$ cat src/rtl/bsg_downstream_rx.sv
`default_nettype none
// ============================================================================
//  Module      : bsg_downstream_rx
//  Description : Receive side of the off-chip link. Collects channel beats
//                into core words, buffers them in a small FIFO for the core
//                (valid/yumi), and returns credit by toggling the token line
//                once per batch of consumed words.
//  Revision    : 1.0  initial release
// ============================================================================
module bsg_downstream_rx #(
   parameter int channel_width_p = 8,
   parameter int num_channels_p  = 2,
   parameter int core_width_p    = 64,
   parameter int fifo_els_p      = 8,
   parameter int token_batch_p   = 4
) (
   input  logic                              clk,
   input  logic                              rst,
   input  logic                              io_valid_i,
   input  logic [channel_width_p-1:0]        io_data_ch0_i,
   input  logic [channel_width_p-1:0]        io_data_ch1_i,
   output logic                              io_token_o,
   output logic                              core_valid_o,
   output logic [core_width_p-1:0]           core_data_o,
   input  logic                              core_yumi_i,
   output logic [$clog2(fifo_els_p+1)-1:0]   occupancy_o,
   output logic                              overflow_o
);

   localparam int c_BW    = num_channels_p * channel_width_p;
   localparam int c_BEATS = core_width_p / c_BW;
   localparam int c_BCW   = (c_BEATS > 1) ? $clog2(c_BEATS) : 1;
   localparam int c_PW    = (fifo_els_p > 1) ? $clog2(fifo_els_p) : 1;
   localparam int c_OW    = $clog2(fifo_els_p + 1);
   localparam int c_TCW   = (token_batch_p > 1) ? $clog2(token_batch_p) : 1;

   logic [c_BCW-1:0]        r_beat_cnt;
   logic [core_width_p-1:0] r_partial;
   logic [core_width_p-1:0] r_mem [fifo_els_p];
   logic [c_PW-1:0]         r_rd_ptr;
   logic [c_PW-1:0]         r_wr_ptr;
   logic [c_OW-1:0]         r_occ;
   logic [c_TCW-1:0]        r_tok_cnt;
   logic                    r_token;
   logic                    r_overflow;

   logic [c_BW-1:0]         w_beat;
   logic [core_width_p-1:0] w_word;
   logic                    w_complete;
   logic                    w_pop;
   logic                    w_push;

   // ch0 is the low byte of each beat
   assign w_beat     = {io_data_ch1_i, io_data_ch0_i};
   assign w_complete = io_valid_i && (r_beat_cnt == c_BCW'(c_BEATS - 1));
   // a pop only counts when there is something to pop
   assign w_pop      = core_yumi_i && (r_occ != '0);
   // a full FIFO can still accept the word if the head leaves this same edge
   assign w_push     = w_complete && ((r_occ < c_OW'(fifo_els_p)) || w_pop);

   // the completing beat supplies the top slice directly, no extra cycle
   generate
      if (c_BEATS > 1) begin : g_word_multi
         assign w_word = {w_beat, r_partial[core_width_p-c_BW-1:0]};
      end else begin : g_word_single
         assign w_word = w_beat;
      end
   endgenerate

   // beat counter and partial-word assembly
   always_ff @(posedge clk) begin
      if (!rst) begin
         r_beat_cnt <= '0;
         r_partial  <= '0;
      end else if (io_valid_i) begin
         for (int k = 0; k < c_BEATS; k++) begin
            if (r_beat_cnt == c_BCW'(k)) r_partial[k*c_BW +: c_BW] <= w_beat;
         end
         r_beat_cnt <= w_complete ? '0 : r_beat_cnt + 1'b1;
      end
   end

   // FIFO storage; contents are don't-care while the slot is unoccupied
   always_ff @(posedge clk) begin
      if (rst && w_push) r_mem[r_wr_ptr] <= w_word;
   end

   // FIFO pointers, occupancy and sticky overflow flag
   always_ff @(posedge clk) begin
      if (!rst) begin
         r_rd_ptr   <= '0;
         r_wr_ptr   <= '0;
         r_occ      <= '0;
         r_overflow <= 1'b0;
      end else begin
         if (w_push) r_wr_ptr <= (r_wr_ptr == c_PW'(fifo_els_p - 1)) ? '0 : r_wr_ptr + 1'b1;
         if (w_pop)  r_rd_ptr <= (r_rd_ptr == c_PW'(fifo_els_p - 1)) ? '0 : r_rd_ptr + 1'b1;
         if (w_push && !w_pop)      r_occ <= r_occ + 1'b1;
         else if (w_pop && !w_push) r_occ <= r_occ - 1'b1;
         if (w_complete && !w_push) r_overflow <= 1'b1;
      end
   end

   // credit return: one toggle per token_batch_p consumed words
   always_ff @(posedge clk) begin
      if (!rst) begin
         r_tok_cnt <= '0;
         r_token   <= 1'b0;
      end else if (w_pop) begin
         if (r_tok_cnt == c_TCW'(token_batch_p - 1)) begin
            r_tok_cnt <= '0;
            r_token   <= ~r_token;
         end else begin
            r_tok_cnt <= r_tok_cnt + 1'b1;
         end
      end
   end

   assign core_valid_o = (r_occ != '0);
   // head is forced to zero when empty so stale entries never leak out
   assign core_data_o  = core_valid_o ? r_mem[r_rd_ptr] : '0;
   assign occupancy_o  = r_occ;
   assign io_token_o   = r_token;
   assign overflow_o   = r_overflow;

endmodule
`default_nettype wire

$ cat config.mk
export PLATFORM = sky130hd
export DESIGN_NAME = bsg_downstream_rx
export DESIGN_NICKNAME = d
export VERILOG_FILES = /design/src/rtl/bsg_downstream_rx.sv
export SDC_FILE = /design/constraint.sdc
export NUM_CORES = 1
export LEC_CHECK = 0
export ABC_CLOCK_PERIOD_IN_PS = 10400
export CAP_MARGIN = 20
export CORE_ASPECT_RATIO = 0.75
export CORE_MARGIN = 2
export CORE_UTILIZATION = 47
export DETAILED_ROUTE_END_ITERATION = 7
export SETUP_SLACK_MARGIN = 0.1
export SLEW_MARGIN = 25
export SYNTH_ARGS = -nofsm -noshare
export SYNTH_HDL_FRONTEND = slang
export SYNTH_SLANG_ARGS = --single-unit
$ cat constraint.sdc
create_clock -name clk -period 10.4 [get_ports clk]
set_input_delay 1.56 -clock clk [delete_from_list [all_inputs] [get_ports clk]]
set_output_delay 1.56 -clock clk [all_outputs]
set_load 0.05 [all_outputs]
==> results_dict.tcl <==
set metrics [dict create \
    mappedNetlistArea_um2 22100 \
    track_usage_pct 19.82 \
    combPwrFrac_pct 27.5 \
    p_switching_w 0.002015 \
    synthArstFlopShare_pct 0 \
    place_inst 1811 \
    hold_viol 0 \
    die-area_um2 48800 \
    cp.required_ps 8840 \
    clock_path_buffers 3 \
    finalCriticalPeriod_ps 5779 \
    powerDensity_nw_per_um2 251.2 \
    place_congestion 0.6913 \
    synth_area_leader_cell "edfxtp_1" \
    drt-initial-drc-count 832 \
    grt_pass1_wl_um 70470 \
    cap_violations 0 \
    min_to "r_tok_cnt[1]" \
    relSlewSlack_pct 33.97 \
    io_pins 91 \
    cp_data_arrival_time_ps 4220 \
    worst_pin_slew_ps 990.4 \
    regToRegStartpoint "r_beat_cnt[0]" \
    min_from "r_tok_cnt[1]" \
    first_pass_iters 5 \
    ir_drop_v 0.0001783 \
    finalSetupTns_ps 0 \
    reg2regPathDepth 6 \
    grt_max_degree 97 \
    ff2ff_setup_slack_ps 7060 \
    cts.sinks 579 \
    synthTopCellsByCount "edfxtp_1, mux4_2, nand2_1" \
    post_cts_buffers 0 \
    wl_per_cell_um 24.48 \
    cts_hold_buf 0 \
    antenna_cells 0 \
    synth_edf_count 512 \
    nFillCells 3553 \
    crit_type "reg -> out" \
    p_int_w 0.004406 \
    syn_to_final_growth_pct 15.65 \
    initial_core_util_pct 47.84 \
    cts-root-buf "clkbuf_16" \
    yosys_warnings 0 \
    port_buffers 90 \
    antenna_left 0 \
    leakage_nw 7.830 \
    grt.overflow.total 0 \
    synth_top_area_share_pct 69.56 \
    synth.area.top_cells "edfxtp_1, mux4_2, dfxtp_1" \
    via_per_inst 5.548 \
    hpwl_um 23640 \
    cts_tree "done" \
    p_clk_share_pct 31.6 \
    fin_worst_skew_ps 21.41 \
    wl_um 46850 \
    synth_seq_cells 579 \
    min_delay_path_depth 2 \
    cts_resized 0 \
    core_area_um2 46200 \
    cp-start-kind "register" \
    p_sw_share_pct 31.38 \
    synth_cells 1131 \
    die_height_um 191.8 \
    ys_types 30 \
    min_path_type "reg -> reg" \
    rows 68 \
    final_cells 1914 \
    timing.rr.end "r_mem[7][37]" \
    nNetsFinal 1271 \
    setup_viol 0 \
    maxSlewViolCount 0 \
    yosysSeqAreaShare_pct 75.63 \
    antenna_found_initial 2 \
    yosysMostFrequentCell "edfxtp_1" \
    clk_latency_ps 590 \
    numCtsBuffers 55 \
    rsz0062_at_grt "false" \
    yosys_most_used_dff "edfxtp_1" \
    path_clk_slew_ps 60 \
    syn_area_per_cell_um2 19.54 \
    sequentialPowerShare_pct 40.9 \
    vias 10620 \
    drive_above_1_share_pct 18.77 \
    period_share_pct 55.57 \
    fp.dieW_um 254.4 \
    first_global_vias 11010 \
    path_max_fanout 50 \
    h-tree-depth 2 \
    endpoint_kind "output port" \
    status "completed" \
    synth_fp_nets 1164 \
    drc 0 \
    fmax_ghz 0.1730 \
]
[critical path, stage by stage (launching register included)]
cell	delay, ps
dfxtp_4	650
buf_4	680
buf_4	720
mux4_2	330
mux2i_1	80
nor2_1	240
clkdlybuf4s50_1	860
[placed cells by master (no fill, tap or decap), types with 4 or more instances in the layout]
cell type	n
clkdlybuf4s50_1	89
buf_4	17
bufinv_16	8
inv_1	4
clkinv_1	10
clkinv_2	9
nor2_1	67
dfxtp_1	64
nand2_1	116
nor3_2	4
ha_1	12
clkbuf_1	15
mux4_2	128
a21boi_1	4
a21boi_0	52
and2_1	6
mux2i_1	68
clkbuf_16	55
edfxtp_1	512
nand3_1	7
[worst max path at each step]
stage          cells after the start       start         endpoint  slack [ps]
2_1_floorplan                      3  io_valid_i      r_mem[1][0]        1660
3_3_place_gp                       6    register  core_data_o[35]        5130
3_5_place_dp                       6    register  core_data_o[63]        5170
4_1_cts                            6    register  core_data_o[63]        4550
5_1_grt                            6    register  core_data_o[63]        4410
6_report                           6    register  core_data_o[63]        4620
[metal layers]
metal	wire [µm]	track usage, %	up-vias
met2	22200	31.85	246
li1	-	-	4681
met4	707	4.005	4
met1	21610	28.91	5622
met5	27	0	-
met3	2307	3.334	66
[cell type report]
type                       instances  area [µm²]  area share (%)
multi-input combinational        487        5130           20.07
clock inverter                    30       359.1           1.405
tap                              630       788.3           3.084
clock buffer                      73        1474           5.766
inverter                           5       18.77         0.07342
sequential                       579       16730           65.43
timing repair buffer             110        1066           4.170
[registers in the layout, summed over array words and instances, names as in the netlist, named ones only]
register	cells
occupancy_o	4
r_tok_cnt	2
r_mem	512
r_beat_cnt	2
overflow_o	1
r_rd_ptr	3
r_wr_ptr	3
r_partial	48
io_token_o	1
[power by group through the flow]
stage          clock network, W  registers [W]  logic [W]
3_3_place_gp                  0        0.00268    0.00179
3_5_place_dp                  0        0.00268    0.00179
5_1_grt                 0.00217        0.00264    0.00186
6_report                0.00203        0.00263    0.00176
2_1_floorplan                 0        0.00264    0.00130
4_1_cts                 0.00207        0.00263    0.00179
[through the flow]
stage	hold WS (ps)	worst slack [ps]	total power, W	utilization [%]	cell area (µm²)
floorplan	447.3	1664	0.003939	-	22100
global placement	456.4	5130	0.004467	51.35	23720
detailed placement	468.4	5169	0.004474	51.36	23730
CTS	477.0	4553	0.006498	55.32	25560
global route	500.4	4408	0.006678	55.33	25560
finish	475.0	4621	0.006421	55.33	25560
[kinds of logic (layout without fill, tap and decap cells)]
kind of cell               count (synthesis)  in the layout  share of synthesized area [%]
xor gates and xnor gates                   3              3                         0.1189
DFF                                      579            579                          75.63
muxes                                    196            196                          16.12
adders and majority gates                 13             13                         0.7698
AOI/OAI and AO/OA                         61             61                          2.043
and+or+nand+nor                          214            214                          3.912
buffers and inverters                     65            218                          1.409
Note: power is estimated with default switching activity, not from simulation.
